### src/rtl/irq_arbiter_if.sv
// CPU-side register bus of the interrupt arbiter (clk_2 domain).
// Member names follow the slave's view of the bus.
interface irq_arbiter_if;
    logic       i_cs;
    logic       i_rwb;
    logic [2:0] i_addr;
    logic [7:0] i_data;
    logic [7:0] o_data;

    modport master (output i_cs, i_rwb, i_addr, i_data, input  o_data);
    modport slave  (input  i_cs, i_rwb, i_addr, i_data, output o_data);
endinterface

### src/rtl/irq_arbiter.sv
// Eight-source interrupt arbiter sharing the 65C02 IRQB line: synchronizes and
// latches requests, masks them, and hands out source IDs through a CLAIM register.
module irq_arbiter (
    input  logic          i_clk,
    input  logic          i_rst_n,
    irq_arbiter_if.slave  bus,
    input  logic [7:0]    i_irqb,
    output logic          o_irqb
);
    typedef enum logic [2:0] {
        REG_PENDING = 3'd0,
        REG_ENABLE  = 3'd1,
        REG_EDGE    = 3'd2,
        REG_CTRL    = 3'd3,
        REG_CLAIM   = 3'd4,
        REG_RAW     = 3'd5
    } reg_addr_e;

    logic [7:0] sync1, irq_s, irq_d;
    logic [7:0] pend, enable, edge_mode;
    logic       gie, rr;
    logic [2:0] rr_ptr;

    logic [7:0] pend_eff, active, w1c, claim_clr, pend_next;
    logic       wr_en, claim_rd, win_valid;
    logic [2:0] win_id;

    assign pend_eff = (pend & edge_mode) | (irq_s & ~edge_mode);
    assign active   = pend_eff & enable;
    assign wr_en    = bus.i_cs & ~bus.i_rwb;
    assign claim_rd = bus.i_cs & bus.i_rwb & (bus.i_addr == REG_CLAIM);

    // Search starts at 0 in fixed mode or rr_ptr in round-robin mode; scanning
    // offsets downward lets the smallest offset overwrite the result last.
    always_comb begin
        logic [2:0] base;
        logic [2:0] idx;
        // NOTE: every always_comb output gets a default first so no path leaves it unassigned (no latch).
        win_valid = 1'b0;
        win_id    = 3'd0;
        idx       = 3'd0;
        base      = rr ? rr_ptr : 3'd0;
        for (int k = 7; k >= 0; k--) begin
            idx = base + 3'(k);
            if (active[idx]) begin
                win_valid = 1'b1;
                win_id    = idx;
            end
        end
    end

    always_comb begin
        w1c       = (wr_en && (bus.i_addr == REG_PENDING)) ? bus.i_data : 8'h00;
        claim_clr = 8'h00;
        if (claim_rd && win_valid) claim_clr[win_id] = 1'b1;
        // A new edge beats a same-cycle clear; level-mode bits hold the flop at 0.
        pend_next = edge_mode & ((irq_s & ~irq_d) | (pend & ~(w1c | claim_clr)));
    end

    always_ff @(posedge i_clk or negedge i_rst_n) begin
        if (!i_rst_n) begin
            sync1     <= 8'h00;
            irq_s     <= 8'h00;
            irq_d     <= 8'h00;
            pend      <= 8'h00;
            enable    <= 8'h00;
            edge_mode <= 8'h00;
            gie       <= 1'b0;
            rr        <= 1'b0;
            rr_ptr    <= 3'd0;
            o_irqb    <= 1'b1;
        end else begin
            // NOTE: non-blocking assignments so every flop samples pre-edge values, which the sync chain relies on.
            sync1  <= ~i_irqb;
            irq_s  <= sync1;
            irq_d  <= irq_s;
            pend   <= pend_next;
            o_irqb <= ~(gie & (|active));
            if (claim_rd && win_valid) rr_ptr <= win_id + 3'd1;
            if (wr_en) begin
                case (bus.i_addr)
                    REG_ENABLE: enable     <= bus.i_data;
                    REG_EDGE:   edge_mode  <= bus.i_data;
                    REG_CTRL:   {rr, gie}  <= bus.i_data[1:0];
                    default:    ;
                endcase
            end
        end
    end

    always_comb begin
        bus.o_data = 8'h00;
        case (bus.i_addr)
            REG_PENDING: bus.o_data = pend_eff;
            REG_ENABLE:  bus.o_data = enable;
            REG_EDGE:    bus.o_data = edge_mode;
            REG_CTRL:    bus.o_data = {6'b0, rr, gie};
            REG_CLAIM:   bus.o_data = win_valid ? {1'b1, 4'b0, win_id} : 8'h00;
            REG_RAW:     bus.o_data = irq_s;
            default:     bus.o_data = 8'h00;
        endcase
    end
endmodule

### src/flat_wrapper.sv
// flat-port wrapper written by rule: the top's interface ports become plain ports
module irq_arbiter_flat 
  (i_clk, i_rst_n, i_irqb, o_irqb, bus_i_cs, bus_i_rwb, bus_i_addr, bus_i_data, bus_o_data);
  irq_arbiter_if bus_i ();
  input  logic i_clk;
  input  logic i_rst_n;
  input  logic [7:0] i_irqb;
  output logic o_irqb;
  input wire logic [$bits(bus_i.i_cs)-1:0] bus_i_cs;
  input wire logic [$bits(bus_i.i_rwb)-1:0] bus_i_rwb;
  input wire logic [$bits(bus_i.i_addr)-1:0] bus_i_addr;
  input wire logic [$bits(bus_i.i_data)-1:0] bus_i_data;
  output wire logic [$bits(bus_i.o_data)-1:0] bus_o_data;
  assign bus_i.i_cs = bus_i_cs;
  assign bus_i.i_rwb = bus_i_rwb;
  assign bus_i.i_addr = bus_i_addr;
  assign bus_i.i_data = bus_i_data;
  assign bus_o_data = bus_i.o_data;
  irq_arbiter u_core (.i_clk(i_clk), .i_rst_n(i_rst_n), .bus(bus_i), .i_irqb(i_irqb), .o_irqb(o_irqb));
endmodule
### config.mk
export PLATFORM = sky130hd
export DESIGN_NAME = irq_arbiter_flat
export DESIGN_NICKNAME = d
export VERILOG_FILES = /design/src/rtl/irq_arbiter_if.sv /design/src/rtl/irq_arbiter.sv /design/src/flat_wrapper.sv
export SDC_FILE = /design/constraint.sdc
export NUM_CORES = 1
export LEC_CHECK = 0
export CAP_MARGIN = 30
export CORE_ASPECT_RATIO = 0.8
export CORE_MARGIN = 2
export CORE_UTILIZATION = 52
export DETAILED_ROUTE_END_ITERATION = 16
export GPL_TIMING_DRIVEN = 1
export PLACE_DENSITY = 0.8
export SYNTH_ARGS = -nofsm -noshare
export SYNTH_HDL_FRONTEND = slang
export SYNTH_SLANG_ARGS = --single-unit
### constraint.sdc
create_clock -name i_clk -period 4.7 [get_ports i_clk]
set_input_delay 0.47 -clock i_clk [delete_from_list [all_inputs] [get_ports i_clk]]
set_output_delay 0.47 -clock i_clk [all_outputs]
set_load 0.01 [all_outputs]
## After elaboration in Yosys (flattened, before gate mapping)

Index checks and enable logic that the tools add are counted.

| word-level totals | value |
|---|---|
| register bits | 54 |
| bits in read-only memories | 0 |
| memories | 0 |
| memory bits (writable) | 0 |
| input port bits | 23 |
| logic and storage cells | 99 |
| output and inout bits | 9 |
| latch bits | 0 |

| operators by class | value |
|---|---|
| mux-type cells | 39 |
| div/mod/pow operators | 0 |
| shift-type cells | 0 |
| magnitude comparators | 10 |
| eq/ne operators | 5 |
| reductions and logical operators | 8 |
| multipliers | 0 |
| $add $sub $neg | 8 |
| bitwise logic cells | 19 |

Operators by type and width:

| cell | number |
|---|---|
| bitwise AND 8 bit | 6 |
| case mux 8 bit (6 select lines) | 1 |
| < comparator 3 x 4 -> 1 bit (second input constant) | 9 |
| inverter 8 bit | 4 |
| 2-to-1 mux 3 bit | 9 |
| binary-select mux 1 bit (select 3 bit) | 8 |
| 2-to-1 mux 8 bit | 3 |
| OR 8 bit | 3 |
| 2-to-1 mux 1 bit | 17 |
| adder 3 bit (second input constant) | 4 |
| OR reduction 8 bit | 1 |
| adder 3 x 1 -> 3 bit (second input constant) | 2 |
| adder 3 x 2 -> 3 bit (second input constant) | 2 |
| == test 3 x 2 -> 1 bit (second input constant) | 2 |
| == test 3 bit (second input constant) | 2 |
| AND reduction 2 bit | 3 |
| bitwise AND 1 bit | 4 |
| demux 1 bit (select 3 bit) | 1 |
| == test 3 x 1 -> 1 bit (second input constant) | 1 |
| >= comparator 3 x 1 -> 1 bit (second input constant) | 1 |
| logical AND 1 bit | 3 |
| logical NOT 3 bit | 1 |
| inverter 1 bit | 2 |

## Depth between registers and ports, before layout

| logic depth | value |
|---|---|
| depth in word-level cells | 24 |
| depth in mapped cells | 14 |
| mapped depth without buffers | 11 |

## Worst setup path after synthesis

No wires, ideal clock.

| timing path | value |
|---|---|
| path kind | flip-flop to output port |
| start | reg u_core.rr_ptr[0] |
| end | out bus_o_data[0] |
| cell stages (with the launch flop) | 14 |
| path slack | 877 ps |
| path buffers | 3 |
| required time | 4,230 ps |
| data arrival time | 3,353 ps |
| cell sequence | dfrtp_1 and2_1 inv_1 buf_2 clkbuf_1 ha_1 xnor2_2 mux2_2 mux4_2 o21ai_0 a21oi_1 o211a_2 buf_6 o21ai_0 |

| on the way | value |
|---|---|
| longest elaborated chain between the ends | 14 |
| elaborated cells on any way between the ends | 42 |
| those cells by class | 7 x add/sub; 35 x mux |

Ends and longest elaborated chain:

| element | line | RTL |
|---|---|---|
| start, declared | irq_arbiter.sv:22 | `logic [2:0] rr_ptr;` |
| start signal, assigned | irq_arbiter.sv:79 | `if (claim_rd && win_valid) rr_ptr <= win_id + 3'd1;` |
| 2-to-1 mux 3 bit (*) | irq_arbiter.sv:42 | `base = rr ? rr_ptr : 3'd0;` |
| adder 3 bit | irq_arbiter.sv:44 | `idx = base + 3'(k);` |
| binary-select mux 1 bit (select 3 bit) | irq_arbiter.sv:45 | `if (active[idx]) begin` |
| 2-to-1 mux 1 bit (not written as such) | irq_arbiter.sv:45 |  |
| 2-to-1 mux 3 bit / 2-to-1 mux 1 bit (equally long branches) (8 in series) | irq_arbiter.sv:45 |  |
| 2-to-1 mux 8 bit (*) | irq_arbiter.sv:98 | `REG_CLAIM: bus.o_data = win_valid ? {1'b1, 4'b0, win_id} : 8'h00;` |
| case mux 8 bit (6 select lines) (*) | irq_arbiter.sv:93 | `case (bus.i_addr)` |
| end, declared | flat_wrapper.sv:13 | `output wire logic [$bits(bus_i.o_data)-1:0] bus_o_data;` |

Every way passes the cells marked *; elsewhere a longest branch is shown, timed or not. The select of a mux whose other input is x is not followed.

## Final worst setup path

| timing path | value |
|---|---|
| start | reg u_core.rr |
| end | out bus_o_data[0] |

| on the way | value |
|---|---|
| longest elaborated chain between the ends | 14 |
| elaborated cells on any way between the ends | 42 |
| those cells by class | 7 x add/sub; 35 x mux |

Ends and longest elaborated chain:

| element | line | RTL |
|---|---|---|
| start, declared | irq_arbiter.sv:21 | `logic gie, rr;` |
| start signal, assigned | irq_arbiter.sv:84 | `REG_CTRL: {rr, gie} <= bus.i_data[1:0];` |
| 2-to-1 mux 3 bit (*) | irq_arbiter.sv:42 |  |
| adder 3 bit | irq_arbiter.sv:44 |  |
| binary-select mux 1 bit (select 3 bit) | irq_arbiter.sv:45 |  |
| 2-to-1 mux 1 bit (not written as such) | irq_arbiter.sv:45 |  |
| 2-to-1 mux 3 bit / 2-to-1 mux 1 bit (equally long branches) (8 in series) | irq_arbiter.sv:45 |  |
| 2-to-1 mux 8 bit (*) | irq_arbiter.sv:98 |  |
| case mux 8 bit (6 select lines) (*) | irq_arbiter.sv:93 |  |

Marks and branches as above.

==> flow_summary.toml <==
[outcome]
outcome = "finished clean"

[clock_tree]
clkLatencyLatePin_ns = 0.32
cts_tree = "built"
cts_buffer_depth = 2
cts-resized-gates = 0
cts_sinks = 54
cts_root_buffer = "clkbuf_8"
htreeDepth = 2
cts_inserted_buffers = 5
path_clk_slew_ns = 0.11
ctsHoldBuffers = 0
postCtsSetupBuffers = 0

[global_routing]
grt_overflow = 0
grt_antenna_before_repair = 0
grt_max_degree = 29
track_usage_pct = 28.3
grt_pass1_wl_mm = 17.7
grt_pass1_vias = 3447

[cells_and_area]
antenna_cells = 0
seq_area_um2 = 1350
areaGrowthSynthToFinish_pct = 13.5
drive_above_1_share_pct = 20.5
final_net_count = 448
fillers = 640
multi_input_area_um2 = 2400

[yosys]
synth_xor_xnor_area_share_pct = 2.00
synth_top_family_by_area = "multiplexers"
yosys.area.top_type = "dfrtp_1"
synthAdderAreaFrac_pct = 0.644
synthArstFlopShare_pct = 100
yosys_register_bits = 54
yosys-top-cells-area = "dfrtp_1 34%, mux2_2 9.0%, mux4_2 7.0%"
postSynthCellCount = 394
synth_edf_count = 0
synth.yosys.seq_area_share_pct = 34.8
ys_types = 72
yosysTopAreaCellShare_pct = 34.1
synthMuxAreaShare_pct = 22.5
ys.flop_type = "dfrtp_1"
syn_area_per_cell_um2 = 9.87
yosys.area_share.simple_pct = 17.6
synth_compound_area_share_pct = 18.4
syn_area_um2 = 3890
ys_warn_count = 0
syn_nets = 419

[setup_path]
slowest_stage = "clkdlybuf4s50_1"
crit_fanout = 14
cp.buffers_inverters = 2
crit_top_cell = "o21ai_0"
worst-setup-path-type = "flip-flop to output pin"
end_kind = "output pin"
slowest_delay_ns = 0.59
path_cells = "and2_1 -> inv_1 -> ha_1 -> xnor2_2 -> mux2_2 -> mux4_2 -> o21ai_0 -> a21oi_1 -> o211a_2 -> o21ai_0 -> clkdlybuf4s50_1"
crit_path_start_kind = "flip-flop"
crit_arrival_ns = 4.01
crit_family = "compound AO/OA/AOI/OAI gates"
critical_path_required_ns = 4.23

[power_and_ir_drop]
ir_drop_mv = 0.252
p_per_area_nw_per_um2 = 499
p_leak_nw = 1.77

[min_path]
hp-class = "primary input to async pin"

[routing]
drc = 0
avgViaCountPerCell = 6.86
antenna_left = 0
vias = 3525
avgRoutedWirePerCell_um = 21.4
first_iter_violations = 398
routed_wirelength_mm = 11.0
drt_pre_antenna_iters = 5

[timing]
layout_setup_ws_ns = 0.217
holdWs_ns = 0.128
fmax_ghz = 0.223
fin_crit_sh_pct = 95.4
max_slew_margin_pct = 36.3
hold_viol = 0
period_needed_ns = 4.48
skew_ns = 0.00979
setup_viol = 0
drv_slew = 0
worstMarginPinSlew_ns = 0.952

[floorplan]
io_pins = 32
dieArea_um2 = 8190
die_y_um = 81.3
core-area_um2 = 7320
start_util_pct = 53.1
die_x_um = 101
fp-row-count = 28

[place]
pre_cts_slack_ns = 0.430
portBuffers = 31
post-dp-hpwl_mm = 8.23
gp_congestion = 1.02

[run]
cap_violations = 0
==> cell usage after synthesis, drive strengths merged (3+ instances only) <==
cell	number
nand3	18
o21ai	19
nor4b	3
a32o	5
or2	3
o221ai	3
buf	9
o211ai	7
o22ai	9
nor2	13
mux4	13
a221oi	4
a21boi	7
a32oi	3
nand4	6
a41oi	3
a211oi	3
nor3	9
mux2	35
xnor2	6
and3	5
inv	16
dfrtp	53
clkbuf	8
mux2i	16
a21oi	18
nand2	52
and2	8
==> sequential cells by signal, indices dropped and copies added, names as in the netlist <==
signal,cells
u_core.gie,1
u_core.rr,1
u_core.rr_ptr,3
u_core.o_irqb,1
u_core.edge_mode,8
u_core.sync1,8
u_core.irq_s,8
u_core.pend,8
u_core.irq_d,8
u_core.enable,8
==> final cells by class <==
class | count | area share, %
multi-input cells | 306 | 54.4
flip-flops and latches | 54 | 30.7
repair buffers | 39 | 8.28
well taps | 90 | 2.55
clock inverters | 3 | 1.11
clock buffers | 5 | 1.56
inverters | 17 | 1.45
==> per-stage QoR <==
step | power (W) | cells | TNS (ns) | util (%) | cell area [um2]
after floorplan | 0.00149 | 394 | 0 | - | 3890
after global placement | 0.00179 | 506 | 0 | 58.3 | 4270
after detailed placement | 0.00182 | 506 | 0 | 58.3 | 4270
after CTS | 0.00216 | 514 | 0 | 59.9 | 4390
after global routing | 0.00232 | 514 | -0.00804 | 60.3 | 4410
final | 0.00220 | 514 | 0 | 60.3 | 4410
==> cells in the final DEF, fill, tap and decap left out, types with 4 or more instances in the layout <==
master	synthesis	layout
and3_1	5	5
nand3_1	18	18
buf_4	4	8
a32o_1	5	5
o21ai_0	19	19
mux2i_1	15	15
and2_1	6	6
clkdlybuf4s50_1	0	30
mux4_2	12	12
dfrtp_1	53	52
nor3_1	7	7
nand2_1	51	51
clkbuf_8	0	5
inv_1	15	15
a221oi_1	4	4
a21oi_1	18	18
o211ai_1	7	7
nor2_1	13	13
a21boi_0	7	7
mux2_2	31	31
o22ai_1	9	9
nand4_1	6	6
==> power by group <==
group	leakage, nW	total [W]	internal, W	switching (W)
clock	0.0563	0.000336	0.000163	0.000174
sequential	0.653	0.000632	0.000537	0.0000950
combinational	1.06	0.00123	0.000515	0.000717
==> per-layer routing <==
layer  GRT usage [%]  up-vias  share of wire (%)
li1                -     1563                  -
met1            39.2     1732                 42
met2            45.9      196                 47
met4            8.49        0                2.0
met5               0        -                  0
met3            4.65       34                8.6
==> worst paths after layout <==
kind	from	end	slack (ns)	depth (start not counted)
worst max-delay path	u_core.rr	bus_o_data[0]	0.22	11
worst min-delay path	i_rst_n	u_core.irq_s[6]	0.13	1
worst max register to register	u_core.rr	u_core.pend[5]	0.82	11
worst min register to register	u_core.sync1[7]	u_core.irq_s[7]	0.36	0
max in group asynchronous	i_rst_n	u_core.rr	3.79	2
min in group i_clk	u_core.sync1[7]	u_core.irq_s[7]	0.36	0
==> kinds of logic (layout without fill, tap and decap cells) <==
| family | Yosys count | count (layout) |
|---|---|---|
| buffers and inverters | 34 | 64 |
| muxes | 64 | 64 |
| AOI/OAI and AO/OA | 99 | 99 |
| DFF | 54 | 54 |
| xor gates and xnor gates | 8 | 8 |
| and+or+nand+nor | 133 | 133 |
| adders and majority gates | 2 | 2 |
(Power assumes the default switching activity.)
==> RTL edit 1: new RTL, same settings <==
Register the output `o_irqb` once more, cleared by the reset; this adds one clock of latency there. The other outputs are not delayed to match.
--- a/src/rtl/irq_arbiter.sv
+++ b/src/rtl/irq_arbiter.sv
@@ -16,4 +16,6 @@
         REG_RAW     = 3'd5
     } reg_addr_e;
+
+    logic o_irqb_s0;
 
     logic [7:0] sync1, irq_s, irq_d;
@@ -69,5 +71,5 @@
             rr        <= 1'b0;
             rr_ptr    <= 3'd0;
-            o_irqb    <= 1'b1;
+            o_irqb_s0 <= 1'b1;
         end else begin
             // NOTE: non-blocking assignments so every flop samples pre-edge values, which the sync chain relies on.
@@ -76,5 +78,5 @@
             irq_d  <= irq_s;
             pend   <= pend_next;
-            o_irqb <= ~(gie & (|active));
+            o_irqb_s0 <= ~(gie & (|active));
             if (claim_rd && win_valid) rr_ptr <= win_id + 3'd1;
             if (wr_en) begin
@@ -101,4 +103,12 @@
         endcase
     end
+    always_ff @(posedge i_clk or negedge i_rst_n) begin
+        if (!i_rst_n) begin
+            o_irqb <= '0;
+        end else begin
+            o_irqb <= o_irqb_s0;
+        end
+    end
+
 endmodule
 
Function: changed (Yosys sat finds a counterexample within 4 cycles, from zero or initial values and one cycle with i_rst_n low).
==> RTL edit 1 against the unedited design <==
Worst setup slack gained 0.022 ns. Sequential cell count is 1 higher. Wire length up 2.1%. Final cell count unchanged. Clock power is 25% lower. Worst hold slack better by 0.13 ns. Die area increased by 0.62%. Count of clock-buffer cells in the layout did not move. Synthesized area grew 0.64%. Cell area fell by 0.82%. Total power decreased by 4.2%.
==> RTL edit 1: results <==
metrics = {
    "cts": {
        "clkTransAtPathRegs_ns": 0.10,
        "cts-buffers-inserted": 5,
        "clk_path_buf_depth": 2,
        "cts_resized": 0,
        "root_buffer": "clkbuf_8",
        "clk_latency_ns": 0.32,
        "htreeDepth": 2,
        "cts_setup_buffers": 0,
    },
    "sta": {
        "tightest_slew_ns": 0.940,
        "fin_worst_skew_ns": 0.00971,
        "fin_crit_sh": 0.949,
    },
    "route": {
        "routed_via_density": 6.82,
        "dr.pass1.iters": 5,
        "routed_wl_um": 11200,
        "vias": 3503,
        "first_iter_violations": 339,
    },
    "power_and_ir_drop": {
        "leakagePower_uw": 0.00175,
        "vdd_drop_max_v": 0.000244,
    },
    "synthesis": {
        "ys.warnings.count": 0,
        "synth_top_flop_cell": "dfrtp_1",
        "muxShareOfSynthArea": 0.224,
        "synth_area_leaders": "dfrtp_1 (35%), mux2_2 (8.9%), mux4_2 (6.9%)",
        "synthXorXnorAreaFrac": 0.0198,
        "async_reset_ff_frac": 1.00,
        "yosys-top-cells-count": "dfrtp_1 (54), nand2_1 (51), mux2_2 (31)",
        "ys_seq_area_frac": 0.352,
        "synth_compound_area_frac": 0.183,
        "synthAdderAreaFrac": 0.00640,
        "synthesis.area_per_instance_um2": 9.91,
        "synthesis.nets": 420,
        "synth_cell_types": 72,
    },
    "placed_design": {
        "port_buffers": 31,
        "placed_area_um2": 4300,
        "dp_slack_ns": 0.702,
        "dp.cells": 508,
        "hpwl_um": 8300,
        "gp_congestion": 1.01,
    },
    "critical_path": {
        "worstPathArrival_ns": 3.99,
        "reg2reg_slack_ns": 0.88,
        "rr_worst_depth": 11,
        "cp_max_fo": 12,
        "cp-startpoint": "u_core.rr_ptr[0]",
        "crit_end": "bus_o_data[0]",
        "reg2reg_from": "u_core.rr",
        "r2r-end": "u_core.pend[5]",
    },
    "layout": {
        "num-nets-final": 450,
        "drive_above_1_share": 0.193,
        "antennaDiodeCount": 0,
    },
    "grt": {
        "grt.total_usage": 0.289,
        "grt_start_max_net_pins": 56,
        "grt_pass1_wl_um": 18100,
        "antenna_found_initial": 0,
        "grt_pass1_vias": 3397,
    },
    "run_status": {
        "status": "finished, final reports clean",
    },
    "min_path": {
        "hold_class": "primary input to asynchronous set/reset pin",
    },
}
==> RTL edit 1: worst min path at each step <==
| stage | end | slack (ns) | depth (start not counted) |
|---|---|---|---|
| CTS | u_core.irq_s[3] | 0.30 | 2 |
| global route | u_core.irq_s[3] | 0.33 | 2 |
| finish | u_core.pend[4] | 0.26 | 2 |
| floorplan | u_core.edge_mode[0] | 0.17 | 0 |
| global placement | u_core.irq_s[2] | 0.33 | 0 |
| detailed placement | u_core.irq_s[1] | 0.34 | 0 |
==> RTL edit 1: layout make-up <==
cell class | instances | area, um2
clock buffers | 5 | 68.8
multi-input cells | 306 | 2370
inverters | 17 | 63.8
clock inverters | 1 | 7.51
repair buffers | 40 | 373
fillers | 605 | 2980
well taps | 90 | 113
flip-flops and latches | 55 | 1380
==> RTL edit 1: kinds of logic after synthesis <==
| group | count (synthesis) |
|---|---|
| simple gates | 133 |
| fa+ha+maj | 2 |
| mux | 64 |
| xor+xnor | 8 |
| buf+inv | 34 |
| compound gates | 99 |
| flops | 55 |
==> RTL edit 1: critical path, stage by stage, from the launching register on <==
cell and delay (ns):
dfrtp_1 0.49, and2_1 0.22, inv_1 0.07, ha_1 0.25
xnor2_2 0.35, mux2_2 0.38, mux4_2 0.44, o21ai_0 0.24
a21oi_1 0.11, o211a_2 0.36, o21ai_0 0.19, clkdlybuf4s50_1 0.56
==> RTL edit 1: layer usage <==
metal  GRT usage  vias to the layer above  routed length, um
met5           0                        -                  0
met4      0.0743                        0                143
met3      0.0638                       18                984
met2       0.457                      190               5120
met1       0.406                     1726               4970
li1            -                     1569                  -
==> RTL edit 1: power by group <==
group	total, uW	internal [uW]	switching [uW]
Clock	253	99.4	153
Sequential	648	548	99.8
Combinational	1210	513	695
Total	2110	1160	948
==> RTL edit 2: new RTL, same flow settings <==
Made on the original files. Register the input `i_irqb` before use, cleared by the reset. The logic sees it one clock later. The other inputs are not delayed to match.
--- a/src/rtl/irq_arbiter.sv
+++ b/src/rtl/irq_arbiter.sv
@@ -16,4 +16,14 @@
         REG_RAW     = 3'd5
     } reg_addr_e;
+
+    logic [7:0] i_irqb_q;
+
+    always_ff @(posedge i_clk or negedge i_rst_n) begin
+        if (!i_rst_n) begin
+            i_irqb_q <= '0;
+        end else begin
+            i_irqb_q <= i_irqb;
+        end
+    end
 
     logic [7:0] sync1, irq_s, irq_d;
@@ -72,5 +82,5 @@
         end else begin
             // NOTE: non-blocking assignments so every flop samples pre-edge values, which the sync chain relies on.
-            sync1  <= ~i_irqb;
+            sync1  <= ~i_irqb_q;
             irq_s  <= sync1;
             irq_d  <= irq_s;
Check against the original RTL: not equivalent (Yosys sat finds a counterexample within 4 cycles, from zero or initial values and one cycle with i_rst_n low).
==> RTL edit 2 against the unedited design <==
Wire length fell by 5.8%. Maximum frequency increased by 1.1%. Synthesized area increased by 0.45%. Total power is 6.3% higher. Via count decreased by 5.1%. Sequential cell count rose by 8. Worst setup slack gained 0.048 ns. Synthesized cell count down 1.8%. Cell area increased by 2.2%. Largest power group unchanged.
==> RTL edit 2: results <==
metrics = {
    "run_status": {
        "status": "finished, final reports clean",
    },
    "route": {
        "post_drt_wl_per_cell_um": 20.2,
        "vias": 3345,
        "drc_errors": 0,
        "first_iter_violations": 334,
        "dr.pass1.iters": 5,
    },
    "placed_design": {
        "port_buffers": 31,
        "gp_congestion": 0.976,
        "hpwl_um": 7610,
    },
    "grt": {
        "grt.total_usage": 0.278,
        "grt_pass1_wl_um": 17100,
        "grt_start_max_net_pins": 49,
        "antenna_found_initial": 0,
        "grt.overflow.total": 0,
        "grt_pass1_vias": 3247,
    },
    "synthesis": {
        "synth_area_leaders": "dfrtp_1 (39%), mux2_2 (6.9%), mux4_2 (6.3%)",
        "synthesis.nets": 411,
        "yosysTopAreaCell": "dfrtp_1",
        "ys_seq_area_frac": 0.398,
        "async_reset_ff_frac": 1.00,
        "yosys-top-cells-count": "dfrtp_1 (61), nand2_1 (44), mux2_2 (24)",
        "ys.warnings.count": 0,
        "synth_cell_types": 66,
    },
    "layout": {
        "antennaDiodeCount": 0,
        "num-nets-final": 442,
        "drive_above_1_share": 0.201,
        "n_fill_cell": 611,
    },
    "cts": {
        "cts-buffers-inserted": 9,
        "clk_latency_ns": 0.36,
        "root_buffer": "clkbuf_8",
        "htreeDepth": 3,
        "clk_path_buf_depth": 2,
        "clkTransAtPathRegs_ns": 0.08,
    },
    "critical_path": {
        "cp_max_fo": 12,
        "worstPathArrival_ns": 3.97,
    },
    "sta": {
        "fin_worst_skew_ns": 0.0100,
        "tightest_slew_ns": 1.02,
    },
    "min_path": {
        "hold_class": "flop to flop",
    },
    "power_and_ir_drop": {
        "leakagePower_uw": 0.00183,
        "vdd_drop_max_v": 0.000274,
    },
}
RTL edit 2: changes by cell type after synthesis, sizes merged, moves of 4 or more:
cell	unedited run	this run
xnor2	6	1
and2	8	12
nor4	2	6
a22o	0	4
nand3	18	11
buf	9	13
o211ai	7	13
o22a	1	5
dfrtp	53	61
nand2	52	45
mux2i	16	11
nand2b	1	5
mux2	35	28
RTL edit 2: worst max-delay path, cell delays in order, from the launching register on:
cell,delay [ns]
dfrtp_2,0.49
and2_2,0.27
inv_2,0.12
ha_1,0.26
xnor2_2,0.32
mux4_2,0.54
mux2i_1,0.24
nand2_1,0.08
and3_1,0.16
a22oi_1,0.28
inv_1,0.06
o21ai_0,0.20
clkdlybuf4s50_1,0.58
RTL edit 2: final cells by class:
class                      count  area share
multi-input combinational    287       0.485
timing repair buffer          42      0.0865
clock buffer                   9      0.0275
sequential                    62       0.345
inverter                      16      0.0133
clock inverter                 7      0.0180
tap                           90      0.0250
RTL edit 2: through the flow:
stage               hold slack (ns)  power [uW]  instance area, um2  cells  setup slack, ns
floorplan                     0.174        1530                3910    387             1.13
global placement              0.332        1800                4280    496            0.429
detailed placement            0.335        1820                4280    496            0.400
CTS                           0.351        2320                4510    513            0.123
global route                  0.356        2490                4510    513           0.0602
finish                        0.345        2340                4510    513            0.265
RTL edit 2: kinds of logic (layout without fill, tap and decap cells):
family                     after synthesis  count (layout)  synth area share
and+or+nand+nor                        125             125             0.175
DFF                                     62              62             0.398
adders and majority gates                1               1           0.00320
muxes                                   50              50             0.175
buffers and inverters                   38              74            0.0461
xor gates and xnor gates                 5               5            0.0112
AOI/OAI and AO/OA                      106             106             0.192
RTL edit 2: repair_timing:
action / 4_1_cts / 5_1_grt
buffers inserted: 0 / 0
setup endpoints to repair: 1 / 4
hold buffers: 1 / 0
gates resized for setup: 1 / 3
hold endpoints to repair: 13 / 0
RTL edit 2: worst paths after layout:
path / end / cells past startpoint / start / slack, ns
worst max register to register: u_core.pend[3] / 12 / u_core.rr / 1.19
max in group asynchronous: u_core.pend[6] / 3 / i_rst_n / 3.28
worst min register to register: u_core.irq_s[7] / 0 / u_core.sync1[7] / 0.35
min in group asynchronous: u_core.irq_d[0] / 2 / i_rst_n / 0.54
worst min-delay path: u_core.irq_s[7] / 0 / u_core.sync1[7] / 0.35
worst max-delay path: bus_o_data[1] / 12 / u_core.rr / 0.26
RTL edit 2: power breakdown:
part / total, uW / internal (uW) / switching (uW)
Sequential: 720 / 614 / 107
Combinational: 1130 / 497 / 630
Clock: 491 / 251 / 239
Total: 2340 / 1360 / 976
RTL edit 2: metal layers:
layer  wire length, um  track usage
met1              4760        0.378
met2              4510        0.423
met3               816       0.0860
met4               260       0.0986
met5                 0            0
